## src/rtl/ram_loader_pkg.sv

```systemverilog
// ram_loader_pkg: shared widths and loader state encoding for the SAP-1 program RAM loader.
package ram_loader_pkg;
   localparam int SAP_ADDR_W = 4;
   localparam int SAP_DATA_W = 8;
   localparam int SAP_DEPTH  = 1 << SAP_ADDR_W;
   typedef enum logic [2:0] {S_IDLE, S_LOAD, S_WRITE, S_VDRV, S_VCHK, S_DONE} state_t;
endpackage

```

## src/rtl/ram_loader_if.sv

```systemverilog
// ram_loader_if: byte-stream handshake plus RAM write/readback bus of the program loader.
interface ram_loader_if import ram_loader_pkg::*; #(
   parameter int ADDR_W = SAP_ADDR_W,
   parameter int DATA_W = SAP_DATA_W
);
   logic              in_valid;
   logic [DATA_W-1:0] in_data;
   logic              in_ready;
   logic              mem_we;
   logic [ADDR_W-1:0] mem_address;
   logic [DATA_W-1:0] mem_wdata;
   logic              mem_enable;
   logic [DATA_W-1:0] w_bus;
   modport master (input in_valid, in_data, w_bus,
                   output in_ready, mem_we, mem_address, mem_wdata, mem_enable);
   modport slave  (output in_valid, in_data, w_bus,
                   input in_ready, mem_we, mem_address, mem_wdata, mem_enable);
endinterface

```

## src/rtl/ram_loader_addr_counter.sv

```systemverilog
// addr_counter: W-bit clear/increment counter with terminal-count flag, also usable as a program counter.
module addr_counter #(
   parameter int W = 4
) (
   input  logic         clk,
   input  logic         rst_n,
   input  logic         clr,
   input  logic         inc,
   output logic [W-1:0] count,
   output logic         tc
);
   always_ff @(posedge clk or negedge rst_n)
      if (!rst_n) count <= '0;
      else if (clr) count <= '0;
      else if (inc) count <= count + 1'b1;
   assign tc = &count;
endmodule

```

## src/rtl/ram_loader.sv

```systemverilog
// ram_loader: writes a byte stream into RAM addresses 0..DEPTH-1; optional readback
// checksum verify when RAM_VERIFY_EN is defined.
module ram_loader import ram_loader_pkg::*; #(
   parameter int ADDR_W = SAP_ADDR_W,
   parameter int DATA_W = SAP_DATA_W
) (
   input  logic           clk,
   input  logic           rst_n,
   input  logic           start,
   ram_loader_if.master   bus,
   output logic           busy,
   output logic           done,
   output logic           error
);
   state_t            state;
   logic [DATA_W-1:0] csum;
   logic [ADDR_W-1:0] addr;
   logic              tc;
`ifdef RAM_VERIFY_EN
   logic [DATA_W-1:0] rd_sum;
`else
   assign error          = 1'b0;
   assign bus.mem_enable = 1'b0;
`endif

   addr_counter #(.W(ADDR_W)) u_cnt (
      .clk(clk),
      .rst_n(rst_n),
      .clr(state == S_IDLE && start),
      .inc(state == S_WRITE || state == S_VCHK),
      .count(addr),
      .tc(tc)
   );

   always_ff @(posedge clk or negedge rst_n) begin
      if (!rst_n) begin
         state           <= S_IDLE;
         csum            <= '0;
         busy            <= 1'b0;
         done            <= 1'b0;
         bus.in_ready    <= 1'b0;
         bus.mem_we      <= 1'b0;
         bus.mem_address <= '0;
         bus.mem_wdata   <= '0;
`ifdef RAM_VERIFY_EN
         error           <= 1'b0;
         rd_sum          <= '0;
         bus.mem_enable  <= 1'b0;
`endif
      end else begin
         done       <= 1'b0;
         bus.mem_we <= 1'b0;
         case (state)
            S_IDLE: if (start) begin
               state        <= S_LOAD;
               busy         <= 1'b1;
               bus.in_ready <= 1'b1;
               csum         <= '0;
`ifdef RAM_VERIFY_EN
               error        <= 1'b0;
               rd_sum       <= '0;
`endif
            end
            S_LOAD: if (bus.in_valid && bus.in_ready) begin
               state           <= S_WRITE;
               bus.in_ready    <= 1'b0;
               bus.mem_we      <= 1'b1;
               bus.mem_address <= addr;
               bus.mem_wdata   <= bus.in_data;
               csum            <= csum ^ bus.in_data;
            end
            // the counter wraps to 0 on the last write, ready for the readback pass
            S_WRITE: if (!tc) begin
               state        <= S_LOAD;
               bus.in_ready <= 1'b1;
            end else begin
`ifdef RAM_VERIFY_EN
               state           <= S_VDRV;
               bus.mem_enable  <= 1'b1;
               bus.mem_address <= '0;
`else
               state <= S_DONE;
               done  <= 1'b1;
`endif
            end
`ifdef RAM_VERIFY_EN
            S_VDRV: state <= S_VCHK;
            S_VCHK: begin
               rd_sum <= rd_sum ^ bus.w_bus;
               if (tc) begin
                  state          <= S_DONE;
                  done           <= 1'b1;
                  bus.mem_enable <= 1'b0;
                  error          <= (rd_sum ^ bus.w_bus) != csum;
               end else begin
                  state           <= S_VDRV;
                  bus.mem_address <= addr + 1'b1;
               end
            end
`endif
            S_DONE: begin
               state <= S_IDLE;
               busy  <= 1'b0;
            end
            default: state <= S_IDLE;
         endcase
      end
   end
endmodule
```

## src/flat_wrapper.sv

```systemverilog
// flat-port wrapper written by rule: the top's interface ports become plain ports
module ram_loader_flat import ram_loader_pkg::*;
#(
   parameter int ADDR_W = SAP_ADDR_W,
   parameter int DATA_W = SAP_DATA_W
)
  (clk, rst_n, start, busy, done, error, bus_in_valid, bus_in_data, bus_w_bus, bus_in_ready, bus_mem_we, bus_mem_address, bus_mem_wdata, bus_mem_enable);
  ram_loader_if #(.ADDR_W(ADDR_W), .DATA_W(DATA_W)) bus_i ();
  input  logic clk;
  input  logic rst_n;
  input  logic start;
  output logic busy;
  output logic done;
  output logic error;
  input wire logic [$bits(bus_i.in_valid)-1:0] bus_in_valid;
  input wire logic [$bits(bus_i.in_data)-1:0] bus_in_data;
  input wire logic [$bits(bus_i.w_bus)-1:0] bus_w_bus;
  output wire logic [$bits(bus_i.in_ready)-1:0] bus_in_ready;
  output wire logic [$bits(bus_i.mem_we)-1:0] bus_mem_we;
  output wire logic [$bits(bus_i.mem_address)-1:0] bus_mem_address;
  output wire logic [$bits(bus_i.mem_wdata)-1:0] bus_mem_wdata;
  output wire logic [$bits(bus_i.mem_enable)-1:0] bus_mem_enable;
  assign bus_i.in_valid = bus_in_valid;
  assign bus_i.in_data = bus_in_data;
  assign bus_i.w_bus = bus_w_bus;
  assign bus_in_ready = bus_i.in_ready;
  assign bus_mem_we = bus_i.mem_we;
  assign bus_mem_address = bus_i.mem_address;
  assign bus_mem_wdata = bus_i.mem_wdata;
  assign bus_mem_enable = bus_i.mem_enable;
  ram_loader #(.ADDR_W(ADDR_W), .DATA_W(DATA_W)) u_core (.clk(clk), .rst_n(rst_n), .start(start), .bus(bus_i), .busy(busy), .done(done), .error(error));
endmodule
```

## config.mk

```make
export PLATFORM = sky130hd
export DESIGN_NAME = ram_loader_flat
export DESIGN_NICKNAME = d
export VERILOG_FILES = /design/src/rtl/ram_loader_pkg.sv /design/src/rtl/ram_loader_if.sv /design/src/rtl/ram_loader_addr_counter.sv /design/src/rtl/ram_loader.sv /design/src/flat_wrapper.sv
export SDC_FILE = /design/constraint.sdc
export NUM_CORES = 1
export LEC_CHECK = 0
export BUFFER_PORTS_ARGS = -buffer_cell sky130_fd_sc_hd__buf_2
export CORE_UTILIZATION = 30
export DETAILED_ROUTE_END_ITERATION = 10
export PLACE_DENSITY = 0.59
export REMOVE_ABC_BUFFERS = 1
export SETUP_SLACK_MARGIN = 0.2
export SLEW_MARGIN = 20
export SYNTH_ARGS = -nofsm -noshare
export SYNTH_HDL_FRONTEND = slang
export SYNTH_HIERARCHICAL = 1
export SYNTH_SLANG_ARGS = --single-unit
export TNS_END_PERCENT = 50
```

## constraint.sdc

```tcl
create_clock -name clk -period 1.7 [get_ports clk]
set_input_delay 0.17 -clock clk [delete_from_list [all_inputs] [get_ports clk]]
set_output_delay 0.17 -clock clk [all_outputs]
set_load 0.02 [all_outputs]
```

==> results of run 1 <==
==> stage by stage <==
stage	TNS, ns	instances
after floorplan	-1.282	71
after global placement	0	145
after CTS	0	150
after global routing	0	151
after detailed placement	0	145
final	0	151
==> worst max-delay path, cell delays in order (launching register included) <==
cell and delay [ns]:
dfrtp_2 0.47, nor4b_4 0.39, buf_6 0.19, mux2_2 0.33
==> timing repair <==
item	in CTS	in global routing
hold buffers	1	0
setup endpoints to repair	12	13
setup buffers	0	1
hold endpoints to repair	23	0
resized for setup	1	4
==> flip-flops by register name, summed over array words and instances, names as in the netlist <==
name and flops:
u_core/bus.in_ready 1, u_core/bus.mem_address 4, u_core/bus.mem_wdata 8, u_core/bus.mem_we 1, u_core/busy 1, u_core/done 1, u_core/state 3, u_core/u_cnt/count 4
==> layout by cell type, fill, tap and decap left out, drive strengths merged <==
cell         count
dfrtp           23
and3             3
xnor2            2
nor2             5
conb             2
clkbuf           3
and2             1
o21bai           1
ha               1
nand3b           2
nor2b            2
a21oi            4
a21bo            1
nand4            1
mux2i            1
inv              2
buf             31
nand2            1
nor4b            2
and2b            1
clkinv           1
mux2            13
dlygate4sd3      1
o21ai            3
==> metal layers <==
metal / up-vias / share of wire, % / wire (µm)
met5: - / 0 / 0
met4: 0 / 0 / 0
met3: 0 / 5.3 / 86
met2: 18 / 47 / 761
met1: 300 / 48 / 786
li1: 316 / - / -
==> power by group <==
part / internal, mW / switching [mW]
Sequential: 0.728 / 0.132
Clock: 0.0877 / 0.155
Combinational: 0.422 / 0.422
Total: 1.24 / 0.708
==> synthesized netlist by cell type <==
master	n	area [µm²]
a21bo_2	1	10.01
a21oi_1	4	20.02
and2_1	1	6.260
and2b_1	1	7.510
and3_1	2	12.51
and3_2	1	7.510
buf_4	2	15.01
buf_6	1	11.26
buf_8	1	15.01
conb_1	1	3.750
dfrtp_1	23	575.6
ha_1	1	12.51
inv_1	2	7.510
mux2_2	4	45.04
mux2_4	9	135.1
mux2i_1	1	10.01
nand2_1	1	3.750
nand3b_1	2	15.01
nand4_1	1	6.260
nor2_1	5	18.77
nor2b_1	2	12.51
nor4b_1	1	8.760
nor4b_4	1	23.77
o21ai_0	3	15.01
o21bai_1	1	7.510
xnor2_1	2	17.52
==> area by class of cell <==
cell class | count | area share, %
well taps | 44 | 4.382
inverters | 2 | 0.5976
flip-flops and latches | 23 | 46.02
multi-input cells | 46 | 32.27
clock buffers | 3 | 1.793
repair buffers | 32 | 14.54
clock inverters | 1 | 0.3984
==> kinds of logic (layout without fill, tap and decap cells) <==
kind of cell             count (synthesis)  count (layout)
other                                    1               2
AO/OA/AOI/OAI                            9               9
adder cells (fa/ha/maj)                  1               1
XOR/XNOR                                 2               2
flip-flops                              23              23
AND/OR/NAND/NOR                         18              18
multiplexers                            14              14
buffers and inverters                    6              38
==> worst min path at each step <==
stage	slack, ns	endpoint
3_3_place_gp	0.18	u_core/bus.mem_address[0]
3_5_place_dp	0.18	u_core/bus.mem_address[0]
6_report	0.09	u_core/bus.mem_wdata[7]
4_1_cts	0.07	u_core/bus.mem_wdata[7]
2_1_floorplan	-0.13	u_core/bus.in_ready
5_1_grt	0.06	u_core/bus.mem_wdata[7]
==> qor.yml, run 1 <==
outcome: "completed"
grt_util_met2_pct: 16.17
synth-adder-area-share_pct: 1.222
holdCritPathClass: "input pin to flop"
grt_pass1_wl_um: 2725
die_x_um: 60.41
worstReg2RegStart: "u_core/state[1]"
p_leak_nw: 0.6294
finalCritPeriodShare_pct: 87.44
drt-total-wl_um: 1635
ys_warn_count: 6
crit_required_ns: 1.90
fmax_mhz: 672.7
route.detailed.drc: 0
vias_per_cell: 4.199
synthMuxAreaShare_pct: 18.58
synth_compound_area_share_pct: 5.134
worstSetupPathType: "flop to flop"
numClockSinks: 23
cts_tree: "built"
htreeDepth: 1
seq_area_um2: 578.1
rr_worst_depth: 3
grt_use_met1_pct: 13.74
crit_fanout: 7
total_power_mw: 1.946
regToRegSetupSlack_ns: 0.21
setup_violations: 0
synth_cell_type_count: 26
gr-total-overflow: 0
drive_above_1_share_pct: 50.47
cp.arrival_ns: 1.69
fp.coreArea_um2: 3153
rsz0062_at_grt: "yes"
vias: 634
clk_latency_ns: 0.30
synth_xor_area_share_pct: 1.711
area_growth_syn_to_layout_pct: 22.74
slew_viol_final: 0
multi_input_area_um2: 405.4
finalHoldViolCount: 0
cap_violations: 0
startpoint_type: "flop"
grt_start_max_net_pins: 24
period_needed_ns: 1.487
fp.dieH_um: 60.41
synthSimpleGateAreaFrac_pct: 11.98
place_hpwl_um: 1240
ys_ff_latch: 23
peakVddDrop_mv: 0.6007
startpoint: "u_core/state[1]"
syn_avg_cell_area_um2: 13.83
drt_iter0_drc: 20
hold_slack_ns: 0.08548
r2r_end: "u_core/bus.mem_address[2]"
routedWlPerCell_um: 10.83
whs_path_depth: 2
grt_pass1_vias: 627
synth_top_family_by_area: "multiplexers"
place.gp.congestion: 0.7326
die_area_um2: 3649
cp-endpoint: "u_core/bus.mem_address[2]"
cts.root.buffer_cell: "clkbuf_4"
cts_made_buffers: 3
initial_core_util_pct: 32.46
ys_seq_area_share_pct: 56.23
clk_pin_slew_ns: 0.12
nets: 129
io_pins: 38
cts_max_path_buffers: 2
ant_nets: 0
setup_slack_ns: 0.2135
stdcell_area_um2: 1256
gr-usage-all-layers_pct: 10.18
synthCells: 74
fin_util_pct: 39.84
end_kind: "flop"
hold_start: "bus_in_data[7]"
dp_worst_setup_slack_ns: 0.1743
fin_skew_ns: 0.001112
num-fill-cells: 333
diodes: 0
antenna_found_initial: 0
place_area_um2: 1199
power.density_nw_per_um2: 1549
use_met3_pct: 2.132
portBuffers: 27
dr.pass1.iters: 3
num_rows: 20
grt-busiest-layer: "met2"
synthesis.area_um2: 1023
(Power assumes the default switching activity.)
==> inputs of run 2 (changes only) <==
Settings changed: SYNTH_HIERARCHICAL 1 to not set.
==> qor.yml, run 2 <==
crit_family: "flip-flops"  # unchanged
startpoint_type: "flop"  # unchanged
finalHoldViolCount: 0  # unchanged
total_power_mw: 2.072  # was 1.946 mW
synth_area_leaders: "dfrtp_1 53%, mux2_4 11%, mux2_1 4.1%"  # was dfrtp_1 56%, mux2_4 13%, mux2_2 4.4%
critPathSlowestCell: "dfrtp_2"  # unchanged
regMostFlops: "u_core.bus.mem_wdata"  # was u_core/bus.mem_wdata
synthArstFlopShare_pct: 100.0  # unchanged
synth_top_area_cell: "dfrtp_1"  # unchanged
fp.dieH_um: 62.34  # was 60.41 µm
p_leak_nw: 0.6480  # was 0.6294 nW
fp.coreArea_um2: 3416  # was 3153 µm²
crit_fanout: 14  # was 7
hold_end: "u_core.bus.mem_wdata[4]"  # was u_core/bus.mem_wdata[7]
place_hpwl_um: 1466  # was 1240 µm
cp_cell_sequence: "nor2_4 -> nand4_2 -> buf_4 -> mux2_1"  # was nor4b_4 -> buf_6 -> mux2_2
routed-wl-met2_um: 915  # was 761 µm
synthesis.area_um2: 1092  # was 1023 µm²
ant_nets: 0  # unchanged
area_growth_syn_to_layout_pct: 19.47  # was 22.74%
rsz0062_at_grt: "no"  # was yes
diodes: 0  # unchanged
portBuffers: 27  # unchanged
gr-usage-all-layers_pct: 11.60  # was 10.18%
dr.pass1.iters: 3  # unchanged
antenna_found_initial: 0  # unchanged
grt_start_max_net_pins: 24  # unchanged
hold_slack_ns: 0.06687  # was 0.08548 ns
postCtsSetupRepairBufs: 0  # unchanged
vias_per_cell: 4.618  # was 4.199
drive_above_1_share_pct: 42.02  # was 50.47%
syn_avg_cell_area_um2: 12.27  # was 13.83 µm²
rr_worst_depth: 4  # was 3
ys_ff_latch: 23  # unchanged
crit_required_ns: 1.90  # about the same
ys_warn_count: 0  # was 6
synth_top_area_share_pct: 52.69  # was 56.23%
cts_tree: "built"  # unchanged
wl_met1_um: 999  # was 786 µm
whs_path_depth: 2  # unchanged
largest_register_ffs: 8  # unchanged
worst_pin_slew_ns: 0.5121
synthFlopType: "dfrtp_1"  # unchanged
synth_cell_type_count: 33  # was 26
dp_worst_setup_slack_ns: 0.1914  # was 0.1743 ns
synth_common_cells: "23 x dfrtp_1, 8 x mux2_4, 7 x a21oi_1"  # was 23 x dfrtp_1, 9 x mux2_4, 5 x nor2_1
wl_met3_um: 67  # was 86 µm
cp.arrival_ns: 1.63  # was 1.69 ns
worstSetupPathType: "flop to flop"  # unchanged
r2r_end: "u_core.bus.mem_wdata[6]"  # was u_core/bus.mem_address[2]
setup_slack_ns: 0.2741  # was 0.2135 ns
dr.max_layer_used: "met4"  # was met3
final_common_cell: "buf_2"  # unchanged
regToRegSetupSlack_ns: 0.27  # was 0.21 ns
routedWlPerCell_um: 12.16  # was 10.83 µm
drt-total-wl_um: 2007  # was 1635 µm
io_pins: 38  # unchanged
num-fill-cells: 354  # was 333
setup_violations: 0  # unchanged
cts_max_path_buffers: 2  # unchanged
place.gp.congestion: 0.7352  # was 0.7326
holdCritPathClass: "input pin to flop"  # unchanged
num_rows: 21  # was 20
slew_viol_final: 0  # unchanged
initial_core_util_pct: 31.98  # was 32.46%
hold_start: "bus_in_data[4]"  # was bus_in_data[7]
max_stage_delay_ns: 0.50  # was 0.47 ns
die_area_um2: 3886  # was 3649 µm²
clk_pin_slew_ns: 0.12  # about the same
end_kind: "flop"  # unchanged
path_depth: 4  # was 3
clk_latency_ns: 0.31  # was 0.30 ns
gr-total-overflow: 0  # unchanged
worstReg2RegStart: "u_core.state[2]"  # was u_core/state[1]
yosys.cell_count.top_type: "dfrtp_1"  # unchanged
route.detailed.drc: 0  # unchanged
peakVddDrop_mv: 0.5829  # was 0.6007 mV
layout_common_cells: "27 x buf_2, 21 x dfrtp_1, 8 x mux2_4"  # was 27 x buf_2, 21 x dfrtp_1, 9 x mux2_4
outcome: "completed"  # unchanged
top_regs: "u_core.bus.mem_wdata: 8 flops, u_core.bus.mem_address: 4 flops, u_core.u_cnt.count: 4 flops"  # was u_core/bus.mem_wdata: 8 flops, u_core/bus.mem_address: 4 flops, u_core/u_cnt/count: 4 flops
cts_made_buffers: 3  # unchanged
synth-edff-count: 0  # unchanged
cap_violations: 0  # unchanged
fin_skew_ns: 0.007348  # was 0.001112 ns
period_needed_ns: 1.426  # was 1.487 ns
place_area_um2: 1261  # was 1199 µm²
fmax_mhz: 701.3  # was 672.7 MHz
cts.root.buffer_cell: "clkbuf_4"  # unchanged
stdcell_area_um2: 1305  # was 1256 µm²
slew-limit-headroom_pct: 65.86
grt_pass1_vias: 770  # was 627
vias: 762  # was 634
drt_iter0_drc: 17  # was 20
synthCells: 89  # was 74
finalCritPeriodShare_pct: 83.87  # was 87.44%
fin_setup_tns_ns: 0  # unchanged
ys_seq_area_share_pct: 52.69  # was 56.23%
power.density_nw_per_um2: 1588  # was 1549 nW/µm²
die_x_um: 62.34  # was 60.41 µm
nets: 141  # was 129
grt_pass1_wl_um: 3560  # was 2725 µm
numClockSinks: 23  # unchanged
htreeDepth: 1  # unchanged
critPathBufInv: 1  # unchanged
## run 2: how the worst max path moves through the flow
stage	startpoint	end	slack (ns)
floorplan	u_core.state[2]	u_core.bus.mem_wdata[3]	0.03
global placement	u_core.state[2]	u_core.bus.mem_wdata[3]	0.21
detailed placement	u_core.state[2]	u_core.bus.mem_wdata[5]	0.19
CTS	u_core.state[2]	u_core.bus.mem_wdata[6]	0.21
global route	u_core.state[2]	u_core.bus.mem_wdata[6]	0.21
finish	u_core.state[2]	u_core.bus.mem_wdata[6]	0.27
## run 2: power breakdown
part	switching, mW	internal (mW)	leakage, nW
clock network	0.158	0.0917	0.0150
logic	0.485	0.422	0.349
registers	0.169	0.745	0.284
total	0.813	1.26	0.648
## run 2: cell families after synthesis
group           count (synthesis)  share of synthesized area (%)
flops                          23                          52.69
compound gates                 20                          11.45
simple gates                   19                          10.08
mux                            13                          17.18
buf+inv                        11                          6.300
fa+ha+maj                       1                          1.145
other cells                     1                         0.3433
xor+xnor                        1                         0.8020
## run 2: stage by stage
stage          util [%]  std cells
2_1_floorplan         -         84
3_3_place_gp      36.92        160
3_5_place_dp      36.92        160
4_1_cts           38.02        165
5_1_grt           38.21        165
6_report          38.21        165
## run 2: layout make-up
cell class	count	area [µm²]	share of cell area [%]
inverters	5	18.77	1.438
multi-input cells	56	456.7	35.00
well taps	46	57.56	4.410
clock buffers	4	26.28	2.013
flip-flops and latches	23	578.1	44.30
repair buffers	31	167.7	12.85
## run 2: routing by layer
layer	global-route usage (%)	vias up
met3	2.390	2
met5	0	-
met2	18.96	16
li1	-	377
met1	15.07	367
met4	4.360	0
## run 2: timing repair
item / 4_1_cts / 5_1_grt
hold endpoints to repair: 23 / 0
resized for setup: 1 / 2
pin swaps: 0 / 0
gates cloned: 0 / 0
hold buffers: 1 / 0
endpoints found under the setup margin: 10 / 13
==> inputs of run 3 (changes only) <==
Settings changed: PLACE_DENSITY 0.59 to 0.6.
Clock period 1.7 ns to 1.25 ns, I/O delays scaled along.
==> qor.yml, run 3 (synthesis gave the netlist of run 2 again) <==
outcome: "finished with violations"  # was completed
violations: "setup timing"
vias: 815  # was 762
antenna_found_initial: 0  # unchanged
slew_viol_final: 0  # unchanged
setup_slack_ns: -0.1373  # was 0.2741 ns
max_stage_delay_ns: 0.49  # was 0.50 ns
cts_max_path_buffers: 2  # unchanged
place.gp.congestion: 0.8105  # was 0.7352
grt_pass1_vias: 834  # was 770
fin_skew_ns: 0.002867  # was 0.007348 ns
drt_iter0_drc: 20  # was 17
instances_no_fill: 177  # was 165
top_regs: "u_core.bus.mem_wdata: 8 flops, u_core.bus.mem_address: 4 flops, u_core.u_cnt.count: 4 flops"  # unchanged
htreeDepth: 1  # unchanged
finalHoldViolCount: 0  # unchanged
drt-total-wl_um: 2174  # was 2007 µm
regMostFlops: "u_core.bus.mem_wdata"  # unchanged
area_growth_syn_to_layout_pct: 35.05  # was 19.47%
end_kind: "flop"  # unchanged
clk_pin_slew_ns: 0.12  # about the same
portBuffers: 27  # unchanged
ant_nets: 0  # unchanged
num_rows: 21  # unchanged
startpoint_type: "flop"  # unchanged
rsz0062_at_grt: "yes"  # was no
crit_fanout: 10  # was 14
clk_latency_ns: 0.30  # was 0.31 ns
grt_pass1_wl_um: 3829  # was 3560 µm
cts_made_buffers: 3  # unchanged
die_area_um2: 3886  # unchanged
netSwitchingFraction_pct: 37.70  # was 39.22%
cp_cell_sequence: "buf_4 -> nor2_2 -> mux4_2 -> a21o_1"  # was nor2_4 -> nand4_2 -> buf_4 -> mux2_1
critPathBufInv: 1  # unchanged
fp.dieH_um: 62.34  # unchanged
p_leak_nw: 0.7455  # was 0.6480 nW
worstSetupPathType: "flop to flop"  # unchanged
num-fill-cells: 319  # was 354
setup_violations: 15  # was 0
gr-usage-all-layers_pct: 12.27  # was 11.60%
crit_family: "flip-flops"  # unchanged
initial_core_util_pct: 31.98  # unchanged
seq_area_um2: 578.1  # unchanged
finalCritPeriodShare_pct: 111.0  # was 83.87%
power.density_nw_per_um2: 2209  # was 1588 nW/µm²
numClockSinks: 23  # unchanged
fp.coreArea_um2: 3416  # unchanged
p_switching_mw: 1.229  # was 0.8127 mW
internal_power_mw: 2.030  # was 1.259 mW
cts_tree: "built"  # unchanged
cp.arrival_ns: 1.60  # was 1.63 ns
diodes: 0  # unchanged
p_comb_share_pct: 51.8  # was 43.8%
fmax_mhz: 720.8  # was 701.3 MHz
place_inst: 171  # was 160
nets: 153  # was 141
peakVddDrop_mv: 0.5192  # was 0.5829 mV
drive_above_1_share_pct: 54.20  # was 42.02%
period_needed_ns: 1.387  # was 1.426 ns
critPathSlowestCell: "dfrtp_2"  # unchanged
dr.pass1.iters: 4  # was 3
holdCritPathClass: "input pin to flop"  # unchanged
dp_worst_setup_slack_ns: -0.1612  # was 0.1914 ns
pwr-share-clk_pct: 10.2  # was 12.0%
largest_register_ffs: 8  # unchanged
die_x_um: 62.34  # unchanged
vias_per_cell: 4.605  # was 4.618
cts.root.buffer_cell: "clkbuf_4"  # unchanged
cap_violations: 0  # unchanged
pwr-share-seq_pct: 38.0  # was 44.1%
place_hpwl_um: 1565  # was 1466 µm
multi_input_area_um2: 504.2  # was 456.7 µm²
io_pins: 38  # unchanged
crit_required_ns: 1.46  # was 1.90 ns
final_common_cell: "buf_2"  # unchanged
regToRegSetupSlack_ns: -0.14  # was 0.27 ns
route.detailed.drc: 0  # unchanged
grt_start_max_net_pins: 24  # unchanged
routedWlPerCell_um: 12.28  # was 12.16 µm
layout_common_cells: "25 x buf_2, 21 x dfrtp_1, 13 x buf_4"  # was 27 x buf_2, 21 x dfrtp_1, 8 x mux2_4
gr-total-overflow: 0  # unchanged
[run 3: layout make-up]
| cell class | instances | area share [%] |
|---|---|---|
| multi-input cells | 56 | 34.18 |
| inverters | 5 | 1.442 |
| clock inverters | 1 | 0.3393 |
| clock buffers | 3 | 1.527 |
| well taps | 46 | 3.902 |
| repair buffers | 43 | 19.42 |
| flip-flops and latches | 23 | 39.19 |
[run 3: per-layer routing]
metal	vias to the layer above	part of all wire, %	global-route usage [%]
met2	26	47	21.43
met5	-	0	0
li1	397	-	-
met3	0	5.2	2.390
met4	0	0	3.488
met1	392	48	15.31
[run 3: path summary, 6_finish.rpt]
path | startpoint | endpoint | cells after the start
min in group asynchronous | rst_n | u_core.bus.mem_address[2] | 2
hold reg to reg | u_core.bus.mem_wdata[1] | u_core.bus.mem_wdata[1] | 1
setup reg to reg | u_core.state[2] | u_core.u_cnt.count[0] | 4
max in group asynchronous | rst_n | u_core.state[0] | 2
hold / removal | bus_in_data[7] | u_core.bus.mem_wdata[7] | 2
setup / recovery | u_core.state[2] | u_core.u_cnt.count[0] | 4
[run 3: what timing repair did]
| action | in CTS | in global routing |
|---|---|---|
| setup endpoints to repair | 23 | 25 |
| hold buffers | 1 | 0 |
| resized for setup | 10 | 8 |
| pin swaps | 0 | 1 |
| hold endpoints to repair | 23 | 0 |
| buffers inserted | 1 | 0 |
[run 3: per-stage QoR]
stage	TNS [ns]	instance area, µm²	util (%)	hold slack [ns]	power [mW]
floorplan	-5.070	1046	-	-0.1706	2.085
global placement	-1.616	1356	39.71	0.1186	2.652
detailed placement	-1.931	1356	39.71	0.1205	2.700
CTS	-1.405	1448	42.38	0.02786	3.207
global route	-2.139	1475	43.19	0.01429	3.479
finish	-1.190	1475	43.19	0.04509	3.259
[run 3: power groups by stage]
| stage | sequential (mW) | clock [mW] | combinational [mW] |
|---|---|---|---|
| final | 1.24 | 0.333 | 1.69 |
| after global routing | 1.28 | 0.383 | 1.82 |
| after CTS | 1.22 | 0.352 | 1.63 |
| after detailed placement | 1.22 | 0 | 1.48 |
| after global placement | 1.20 | 0 | 1.45 |
| after floorplan | 1.49 | 0 | 0.595 |
[run 3: worst register-to-register path: stages, from the launching register on]
cell and delay (ns):
dfrtp_2 0.49, buf_4 0.14, nor2_2 0.04, mux4_2 0.46
a21o_1 0.17
